<file path="src/rtl/bk_addsub_pipe_if.sv">
// Stream bundle for bk_addsub_pipe: operand beat in, result beat out, valid/ready on both sides.
// master = producer/consumer side, slave = the arithmetic unit.
interface bk_addsub_pipe_if #(
  parameter int unsigned WIDTH = 16,
  parameter int unsigned TAG_W = 4
);
  logic             in_valid;
  logic             in_ready;
  logic [WIDTH-1:0] in_a;
  logic [WIDTH-1:0] in_b;
  logic             in_cin;
  logic             in_sub;
  logic [TAG_W-1:0] in_tag;

  logic             out_valid;
  logic             out_ready;
  logic [WIDTH-1:0] out_sum;
  logic             out_cout;
  logic             out_ovf;
  logic [TAG_W-1:0] out_tag;

  modport master (
    output in_valid, in_a, in_b, in_cin, in_sub, in_tag, out_ready,
    input  in_ready, out_valid, out_sum, out_cout, out_ovf, out_tag
  );

  modport slave (
    input  in_valid, in_a, in_b, in_cin, in_sub, in_tag, out_ready,
    output in_ready, out_valid, out_sum, out_cout, out_ovf, out_tag
  );
endinterface

</file>
<file path="src/rtl/bk_addsub_pipe.sv">
// Three-stage pipelined add/subtract on a Brent-Kung prefix carry network with valid/ready flow.
// Define BK_ADDSUB_SAT_EN to clamp overflowing results to the signed extreme of operand A's sign.
module bk_addsub_pipe #(
  parameter int unsigned WIDTH = 16,
  parameter int unsigned TAG_W = 4
) (
  input  logic               clk,
  input  logic               rst_n,
  bk_addsub_pipe_if.slave    bus_io
);
  localparam int Levels = $clog2(WIDTH);
  localparam int W      = int'(WIDTH);

  // Stall chain: a stage moves when it is empty or its successor moves.
  logic adv1, adv2, adv3;

  // Stage 1 state
  logic             s1_valid_q;
  logic [WIDTH-1:0] s1_g_q, s1_p_q;
  logic             s1_c0_q, s1_a_msb_q, s1_b_msb_q;
  logic [TAG_W-1:0] s1_tag_q;

  // Stage 2 state
  logic             s2_valid_q;
  logic [WIDTH-1:0] s2_gg_q, s2_pg_q, s2_p_q;
  logic             s2_c0_q, s2_a_msb_q, s2_b_msb_q;
  logic [TAG_W-1:0] s2_tag_q;

  // Stage 3 (output) state
  logic             out_valid_q;
  logic [WIDTH-1:0] out_sum_q;
  logic             out_cout_q, out_ovf_q;
  logic [TAG_W-1:0] out_tag_q;

  // Next-state values
  logic [WIDTH-1:0] s1_bx_d, s1_g_d, s1_p_d;
  logic             s1_c0_d;
  logic [WIDTH-1:0] s2_gg_d, s2_pg_d;
  logic [WIDTH-1:0] dn_g;
  logic [WIDTH-1:0] carry, raw_sum;
  logic [WIDTH-1:0] out_sum_d;
  logic             out_cout_d, out_ovf_d;

  assign adv3 = !out_valid_q || bus_io.out_ready;
  assign adv2 = !s2_valid_q || adv3;
  assign adv1 = !s1_valid_q || adv2;

  assign bus_io.in_ready  = adv1;
  assign bus_io.out_valid = out_valid_q;
  assign bus_io.out_sum   = out_sum_q;
  assign bus_io.out_cout  = out_cout_q;
  assign bus_io.out_ovf   = out_ovf_q;
  assign bus_io.out_tag   = out_tag_q;

  // Subtraction is A + ~B + ~cin, so invert B and the carry-in up front.
  always_comb begin
    s1_bx_d = bus_io.in_sub ? ~bus_io.in_b : bus_io.in_b;
    s1_g_d  = bus_io.in_a & s1_bx_d;
    s1_p_d  = bus_io.in_a ^ s1_bx_d;
    s1_c0_d = bus_io.in_cin ^ bus_io.in_sub;
  end

  // Up-sweep. The carry-in is folded into bit 0 so every group G is a carry out of [i:0].
  always_comb begin
    s2_gg_d    = s1_g_q;
    s2_pg_d    = s1_p_q;
    s2_gg_d[0] = s1_g_q[0] | (s1_p_q[0] & s1_c0_q);
    for (int l = 0; l < Levels; l++) begin
      for (int i = 0; i < W; i++) begin
        if (((i + 1) % (2 ** (l + 1))) == 0) begin
          s2_gg_d[i] = s2_gg_d[i] | (s2_pg_d[i] & s2_gg_d[i - 2 ** l]);
          s2_pg_d[i] = s2_pg_d[i] & s2_pg_d[i - 2 ** l];
        end
      end
    end
  end

  // Down-sweep fills in the prefixes the up-sweep left partial.
  always_comb begin
    dn_g = s2_gg_q;
    for (int l = Levels - 2; l >= 0; l--) begin
      for (int i = 0; i < W; i++) begin
        if ((i + 1 >= 3 * 2 ** l) && (((i + 1 - 2 ** l) % (2 ** (l + 1))) == 0)) begin
          dn_g[i] = dn_g[i] | (s2_pg_q[i] & dn_g[i - 2 ** l]);
        end
      end
    end
  end

  always_comb begin
    carry      = {dn_g[WIDTH-2:0], s2_c0_q};
    raw_sum    = s2_p_q ^ carry;
    out_cout_d = dn_g[WIDTH-1];
    out_ovf_d  = (s2_a_msb_q == s2_b_msb_q) && (raw_sum[WIDTH-1] != s2_a_msb_q);
`ifdef BK_ADDSUB_SAT_EN
    if (out_ovf_d) begin
      out_sum_d = s2_a_msb_q ? {1'b1, {(WIDTH-1){1'b0}}} : {1'b0, {(WIDTH-1){1'b1}}};
    end else begin
      out_sum_d = raw_sum;
    end
`else
    out_sum_d = raw_sum;
`endif
  end

  always_ff @(posedge clk or negedge rst_n) begin
    if (!rst_n) begin
      s1_valid_q  <= 1'b0;
      s1_g_q      <= '0;
      s1_p_q      <= '0;
      s1_c0_q     <= 1'b0;
      s1_a_msb_q  <= 1'b0;
      s1_b_msb_q  <= 1'b0;
      s1_tag_q    <= '0;
      s2_valid_q  <= 1'b0;
      s2_gg_q     <= '0;
      s2_pg_q     <= '0;
      s2_p_q      <= '0;
      s2_c0_q     <= 1'b0;
      s2_a_msb_q  <= 1'b0;
      s2_b_msb_q  <= 1'b0;
      s2_tag_q    <= '0;
      out_valid_q <= 1'b0;
      out_sum_q   <= '0;
      out_cout_q  <= 1'b0;
      out_ovf_q   <= 1'b0;
      out_tag_q   <= '0;
    end else begin
      if (adv1) begin
        s1_valid_q <= bus_io.in_valid;
        if (bus_io.in_valid) begin
          s1_g_q     <= s1_g_d;
          s1_p_q     <= s1_p_d;
          s1_c0_q    <= s1_c0_d;
          s1_a_msb_q <= bus_io.in_a[WIDTH-1];
          s1_b_msb_q <= s1_bx_d[WIDTH-1];
          s1_tag_q   <= bus_io.in_tag;
        end
      end
      if (adv2) begin
        s2_valid_q <= s1_valid_q;
        if (s1_valid_q) begin
          s2_gg_q    <= s2_gg_d;
          s2_pg_q    <= s2_pg_d;
          s2_p_q     <= s1_p_q;
          s2_c0_q    <= s1_c0_q;
          s2_a_msb_q <= s1_a_msb_q;
          s2_b_msb_q <= s1_b_msb_q;
          s2_tag_q   <= s1_tag_q;
        end
      end
      if (adv3) begin
        out_valid_q <= s2_valid_q;
        if (s2_valid_q) begin
          out_sum_q  <= out_sum_d;
          out_cout_q <= out_cout_d;
          out_ovf_q  <= out_ovf_d;
          out_tag_q  <= s2_tag_q;
        end
      end
    end
  end

  // Ends of the group-propagate vector are never consumed by the down-sweep.
  logic unused_pg;
  assign unused_pg = ^{s2_pg_q[0], s2_pg_q[WIDTH-1]};

endmodule
</file>
<file path="src/flat_wrapper.sv">
// flat-port wrapper written by rule: the top's interface ports become plain ports
module bk_addsub_pipe_flat 
#(
  parameter int unsigned WIDTH = 16,
  parameter int unsigned TAG_W = 4
)
  (clk, rst_n, bus_io_in_valid, bus_io_in_a, bus_io_in_b, bus_io_in_cin, bus_io_in_sub, bus_io_in_tag, bus_io_out_ready, bus_io_in_ready, bus_io_out_valid, bus_io_out_sum, bus_io_out_cout, bus_io_out_ovf, bus_io_out_tag);
  bk_addsub_pipe_if #(.WIDTH(WIDTH), .TAG_W(TAG_W)) bus_io_i ();
  input  logic clk;
  input  logic rst_n;
  input wire logic [$bits(bus_io_i.in_valid)-1:0] bus_io_in_valid;
  input wire logic [$bits(bus_io_i.in_a)-1:0] bus_io_in_a;
  input wire logic [$bits(bus_io_i.in_b)-1:0] bus_io_in_b;
  input wire logic [$bits(bus_io_i.in_cin)-1:0] bus_io_in_cin;
  input wire logic [$bits(bus_io_i.in_sub)-1:0] bus_io_in_sub;
  input wire logic [$bits(bus_io_i.in_tag)-1:0] bus_io_in_tag;
  input wire logic [$bits(bus_io_i.out_ready)-1:0] bus_io_out_ready;
  output wire logic [$bits(bus_io_i.in_ready)-1:0] bus_io_in_ready;
  output wire logic [$bits(bus_io_i.out_valid)-1:0] bus_io_out_valid;
  output wire logic [$bits(bus_io_i.out_sum)-1:0] bus_io_out_sum;
  output wire logic [$bits(bus_io_i.out_cout)-1:0] bus_io_out_cout;
  output wire logic [$bits(bus_io_i.out_ovf)-1:0] bus_io_out_ovf;
  output wire logic [$bits(bus_io_i.out_tag)-1:0] bus_io_out_tag;
  assign bus_io_i.in_valid = bus_io_in_valid;
  assign bus_io_i.in_a = bus_io_in_a;
  assign bus_io_i.in_b = bus_io_in_b;
  assign bus_io_i.in_cin = bus_io_in_cin;
  assign bus_io_i.in_sub = bus_io_in_sub;
  assign bus_io_i.in_tag = bus_io_in_tag;
  assign bus_io_i.out_ready = bus_io_out_ready;
  assign bus_io_in_ready = bus_io_i.in_ready;
  assign bus_io_out_valid = bus_io_i.out_valid;
  assign bus_io_out_sum = bus_io_i.out_sum;
  assign bus_io_out_cout = bus_io_i.out_cout;
  assign bus_io_out_ovf = bus_io_i.out_ovf;
  assign bus_io_out_tag = bus_io_i.out_tag;
  bk_addsub_pipe #(.WIDTH(WIDTH), .TAG_W(TAG_W)) u_core (.clk(clk), .rst_n(rst_n), .bus_io(bus_io_i));
endmodule
</file>
<file path="config.mk">
export PLATFORM = sky130hd
export DESIGN_NAME = bk_addsub_pipe_flat
export DESIGN_NICKNAME = d
export VERILOG_FILES = /design/src/rtl/bk_addsub_pipe_if.sv /design/src/rtl/bk_addsub_pipe.sv /design/src/flat_wrapper.sv
export SDC_FILE = /design/constraint.sdc
export NUM_CORES = 1
export LEC_CHECK = 0
export CORE_UTILIZATION = 50
export CTS_CLUSTER_SIZE = 30
export DETAILED_ROUTE_END_ITERATION = 16
export GPL_TIMING_DRIVEN = 0
export MAX_ROUTING_LAYER = met4
export PLACE_DENSITY = 0.74
export SLEW_MARGIN = 5
export SYNTH_ARGS = -nofsm -noshare
export SYNTH_HDL_FRONTEND = slang
export SYNTH_SLANG_ARGS = --single-unit
</file>
<file path="constraint.sdc">
create_clock -name clk -period 2.1 [get_ports clk]
set_input_delay 0.42 -clock clk [delete_from_list [all_inputs] [get_ports clk]]
set_output_delay 0.42 -clock clk [all_outputs]
set_load 0.1 [all_outputs]
</file>
After elaboration in Yosys (flattened, before gate mapping)
Index checks and enable logic that the tools add are counted.

storage, ports and cells
  bits in registers = 118
  input port bits = 42
  output and inout port bits = 24

cells by class
  eq/ne operators = 2
  mux-type cells = 1
  bitwise operators = 73
  reductions and logical operators = 10

operator list
  cell               number
  $and 1x1->1        41
  $xor 16x16->16     2
  $or 1x1->1         27
  $and 16x16->16     1
  $mux 16            1
  $not 16->16        1
  $reduce_and 2->1   3
  $logic_not 1->1    3
  $logic_or 1x1->1   3
  $eq 1x1->1         1
  $logic_and 1x1->1  1
  $ne 1x1->1         1
  $xor 1x1->1        1

Longest topological paths before layout
  depth after elaboration = 10
  depth in mapped cells = 8
  mapped depth without buffers = 8

Worst setup path before layout
No wires, ideal clock.

  path type = register to register
  start point = reg u_core.out_valid_q (netlist: u_core.bus_io.out_valid)
  end point = reg u_core.s1_g_q[10]
  arrival time = 2.714 ns
  required time = 1.975 ns
  path slack = -0.739 ns
  cell stages (with the launch flop) = 5
  path buffers = 1
  clock period less this slack = 2.839 ns
  cell sequence = dfrtp_1 > nand4b_2 > nand2_2 > buf_6 > mux2_2

between the ends
  longest elaborated chain between the ends = 5

ends and longest elaborated chain
  element                     RTL line               RTL
  start, declared             bk_addsub_pipe.sv:30   logic out_valid_q;
  start signal, assigned      bk_addsub_pipe.sv:153  out_valid_q <= s2_valid_q;
  $logic_not 1->1             bk_addsub_pipe.sv:44   assign adv3 = !out_valid_q || bus_io.out_ready;
  $logic_or 1x1->1            bk_addsub_pipe.sv:44
  $logic_or 1x1->1            bk_addsub_pipe.sv:45   assign adv2 = !s2_valid_q || adv3;
  $logic_or 1x1->1            bk_addsub_pipe.sv:46   assign adv1 = !s1_valid_q || adv2;
  named net bus_io_in_ready   flat_wrapper.sv:18     output wire logic [$bits(bus_io_i.in_ready)-1:0] bus_io_in_ready;
  $reduce_and 2->1 (no line)  --
  end signal, assigned        bk_addsub_pipe.sv:132  s1_g_q <= s1_g_d;
  end, declared               bk_addsub_pipe.sv:19   logic [WIDTH-1:0] s1_g_q, s1_p_q;

The timed path passes the listed nets, and every way through them passes these cells.
A chain may end at the register's enable or synchronous reset.

Final worst setup path
  start point = reg u_core.out_valid_q (netlist: u_core.bus_io.out_valid)
  end point = out bus_io_out_valid

RTL lines
  element        RTL line            RTL
  end, declared  flat_wrapper.sv:19  output wire logic [$bits(bus_io_i.out_valid)-1:0] bus_io_out_valid;

No word-level cell between the ends.

==> load_flow_metrics.sql <==
INSERT INTO impl_metrics (metric_group, metric, value, unit) VALUES
('status', 'status', 'completed', ''),
('floorplanning', 'core', '8890', 'um2'),
('setup_path', 'critical_path.slowest_cell', 'sky130_fd_sc_hd__dlygate4sd2_1', ''),
('layout', 'final_layout_size_suffix_gt1_frac', '0.279', ''),
('cts', 'cts_sink_cnt', '107', ''),
('grt', 'first_global_vias', '2907', ''),
('cts', 'root_buffer', 'sky130_fd_sc_hd__clkbuf_8', ''),
('cts', 'cts_tree', 'done', ''),
('logic_synthesis', 'library_cells_used_by_synthesis', '24', ''),
('logic_synthesis', 'postSynthCellCount', '345', ''),
('layout', 'area_delta_synth_final', '21.5', '%'),
('setup_path', 'critical_path.reg2reg.endpoint', 'u_core.bus_io.out_ovf', ''),
('floorplanning', 'die_h', '98.9', 'um'),
('power', 'p_leak', '0.00262', 'uW'),
('logic_synthesis', 'ys_async_sr_fraction', '1.00', ''),
('logic_synthesis', 'seq_area_frac_synth', '0.570', ''),
('setup_path', 'crit_buf_inv', '1', ''),
('sta', 'clock.fmax', '488', 'MHz'),
('logic_synthesis', 'synthesized_net_count', '410', ''),
('floorplanning', 'std_cell_rows', '34', ''),
('sta', 'final.setup.worst_slack', '50.5', 'ps'),
('floorplanning', 'floorplan.die.width', '98.9', 'um'),
('placed_design', 'portBuffers', '64', ''),
('logic_synthesis', 'synth_area_leaders', 'sky130_fd_sc_hd__dfrtp_1, sky130_fd_sc_hd__mux2_2, sky130_fd_sc_hd__ha_1, sky130_fd_sc_hd__xor2_1, sky130_fd_sc_hd__o21ai_0', ''),
('sta', 'finalSetupViolCount', '0', ''),
('route', 'drtIter0Drc', '47', ''),
('power', 'max-vdd-ir-drop', '700', 'uV'),
('setup_path', 'critPathCaptureType', 'output pin', ''),
('setup_path', 'crit_family', 'buffers and inverters', ''),
('layout', 'finish.utilization', '0.642', ''),
('layout', 'area.sequential', '2680', 'um2'),
('placed_design', 'sum_of_net_half_perimeters_after_detailed_placement', '6180', 'um'),
('setup_path', 'cp-start-kind', 'flip-flop', ''),
('setup_path', 'timing.critical_path.arrival', '1630', 'ps'),
('setup_path', 'critical_path_required', '1680', 'ps'),
('logic_synthesis', 'synthMostInstantiatedCell', 'sky130_fd_sc_hd__dfrtp_1', ''),
('floorplanning', 'design.die.area', '9780', 'um2'),
('logic_synthesis', 'synth.largest_area_cell', 'sky130_fd_sc_hd__dfrtp_1', ''),
('route', 'wirelength_routed', '8730', 'um'),
('grt', 'global_route.overflow_total', '0', ''),
('setup_path', 'worst-r2r-setup-slack', '200', 'ps'),
('grt', 'number_of_antenna_violations_at_the_first_check_in_global_routing', '0', ''),
('setup_path', 'r2r-start', 'u_core.s2_gg_q[7]', ''),
('sta', 'hold_viol_final', '0', ''),
('sta', 'final_max_slew_viol_count', '0', ''),
('sta', 'setup_skew', '13.3', 'ps'),
('cts', 'post_cts.resized_instances', '26', ''),
('route', 'detail_route.first_pass.iterations', '4', ''),
('setup_path', 'crit_path_cell_trace', 'dlygate4sd2_1', ''),
('layout', 'diodes_inserted', '0', ''),
('route', 'routedWlPerCell', '16.3', 'um'),
('grt', 'global_route_wire_length_before_repair', '14400', 'um'),
('layout', 'nFillCells', '703', ''),
('sta', 'timing_worst_slew_pin_value', '974', 'ps'),
('route', 'drt-vias-per-instance', '5.35', ''),
('logic_synthesis', 'ys.warnings.count', '0', ''),
('cts', 'cts_setup_buffers', '0', ''),
('logic_synthesis', 'synth.ff_latch_count', '107', ''),
('grt', 'grt_max_degree', '71', ''),
('logic_synthesis', 'synthesis.area_per_instance', '13.6', 'um2'),
('route', 'routed-via-count', '2855', ''),
('logic_synthesis', 'synth_top_area_frac', '0.570', ''),
('layout', 'multi_input_area', '1920', 'um2'),
('sta', 'fin_crit_sh', '0.976', ''),
('logic_synthesis', 'synth_enable_flop_cells', '0', ''),
('hold_path', 'hold_path.class', 'primary input to async pin', ''),
('logic_synthesis', 'ys_top_cells_by_count', 'sky130_fd_sc_hd__dfrtp_1, sky130_fd_sc_hd__mux2_2, sky130_fd_sc_hd__nand2_1', ''),
('cts', 'path_clk_slew', '110', 'ps'),
('route', 'drcViolationCount', '0', ''),
('power', 'power_density', '1330', 'nW/um2'),
('cts', 'cts.path.max_buffers', '2', '');
-- kinds of logic after synthesis --
| logic type | synth area share |
|---|---|
| xor+xnor | 0.0485 |
| compound gates | 0.0469 |
| simple gates | 0.0514 |
| buf+inv | 0.0224 |
| flops | 0.570 |
| fa+ha+maj | 0.0613 |
| mux | 0.199 |
-- through the flow --
step,hold slack (ps),area (um2),power (uW)
after floorplan,124,4700,5510
after global placement,461,5480,6320
after detailed placement,423,5510,6400
after CTS,18.4,5700,7630
after global routing,48.6,5700,7950
final,15.5,5700,7580
-- area by class of cell --
cell class,instances,share of cell area
Buffer,14,0.0184
Clock buffer,11,0.0248
Clock inverter,5,0.0149
Multi-Input combinational cell,224,0.337
Sequential cell,107,0.470
Tap cell,108,0.0237
Timing Repair Buffer,65,0.112
-- state kept, by name (all words and copies together) (netlist names), 16 cells and up --
name and count:
u_core.bus_io.out_sum 16, u_core.s1_g_q 16, u_core.s1_p_q 16, u_core.s2_gg_q 16, u_core.s2_p_q 16
-- routing by layer --
layer,vias to the layer above,GRT usage,routed length (um)
met2,50,0.320,4290
met4,0,0.0689,122
met5,-,-,0
li1,1350,-,-
met1,1445,0.263,4100
met3,10,0.0234,209
-- power breakdown --
part	switching, uW	internal [uW]	total (uW)
Sequential	385	2680	3060
Combinational	2170	943	3110
Clock	693	712	1400
-- placed cells by master (no fill, tap or decap), drive strengths merged, types with 3 or more instances in the layout --
cell type / n
a21o: 6
a21oi: 11
buf: 16
clkbuf: 11
clkdlybuf4s50: 39
dfrtp: 107
dlygate4sd2: 23
ha: 23
mux2: 83
nand2: 28
nand2b: 4
nand3: 3
nor2: 9
o21ai: 22
xnor2: 3
xor2: 23
-- how the worst max path moves through the flow --
stage | from | endpoint | slack (ps) | cells after the start
2_1_floorplan | u_core.bus_io.out_valid | u_core.s1_g_q[10] | 3 | 4
3_3_place_gp | rst_n | u_core.bus_io.out_valid | -3760 | 1
3_5_place_dp | bus_io_out_ready | bus_io_in_ready | -520 | 3
4_1_cts | u_core.bus_io.out_valid | bus_io_out_valid | 30 | 1
5_1_grt | u_core.bus_io.out_valid | bus_io_out_valid | 4 | 1
6_report | u_core.bus_io.out_valid | bus_io_out_valid | 50 | 1
Note: power is estimated with default switching activity, not from simulation.
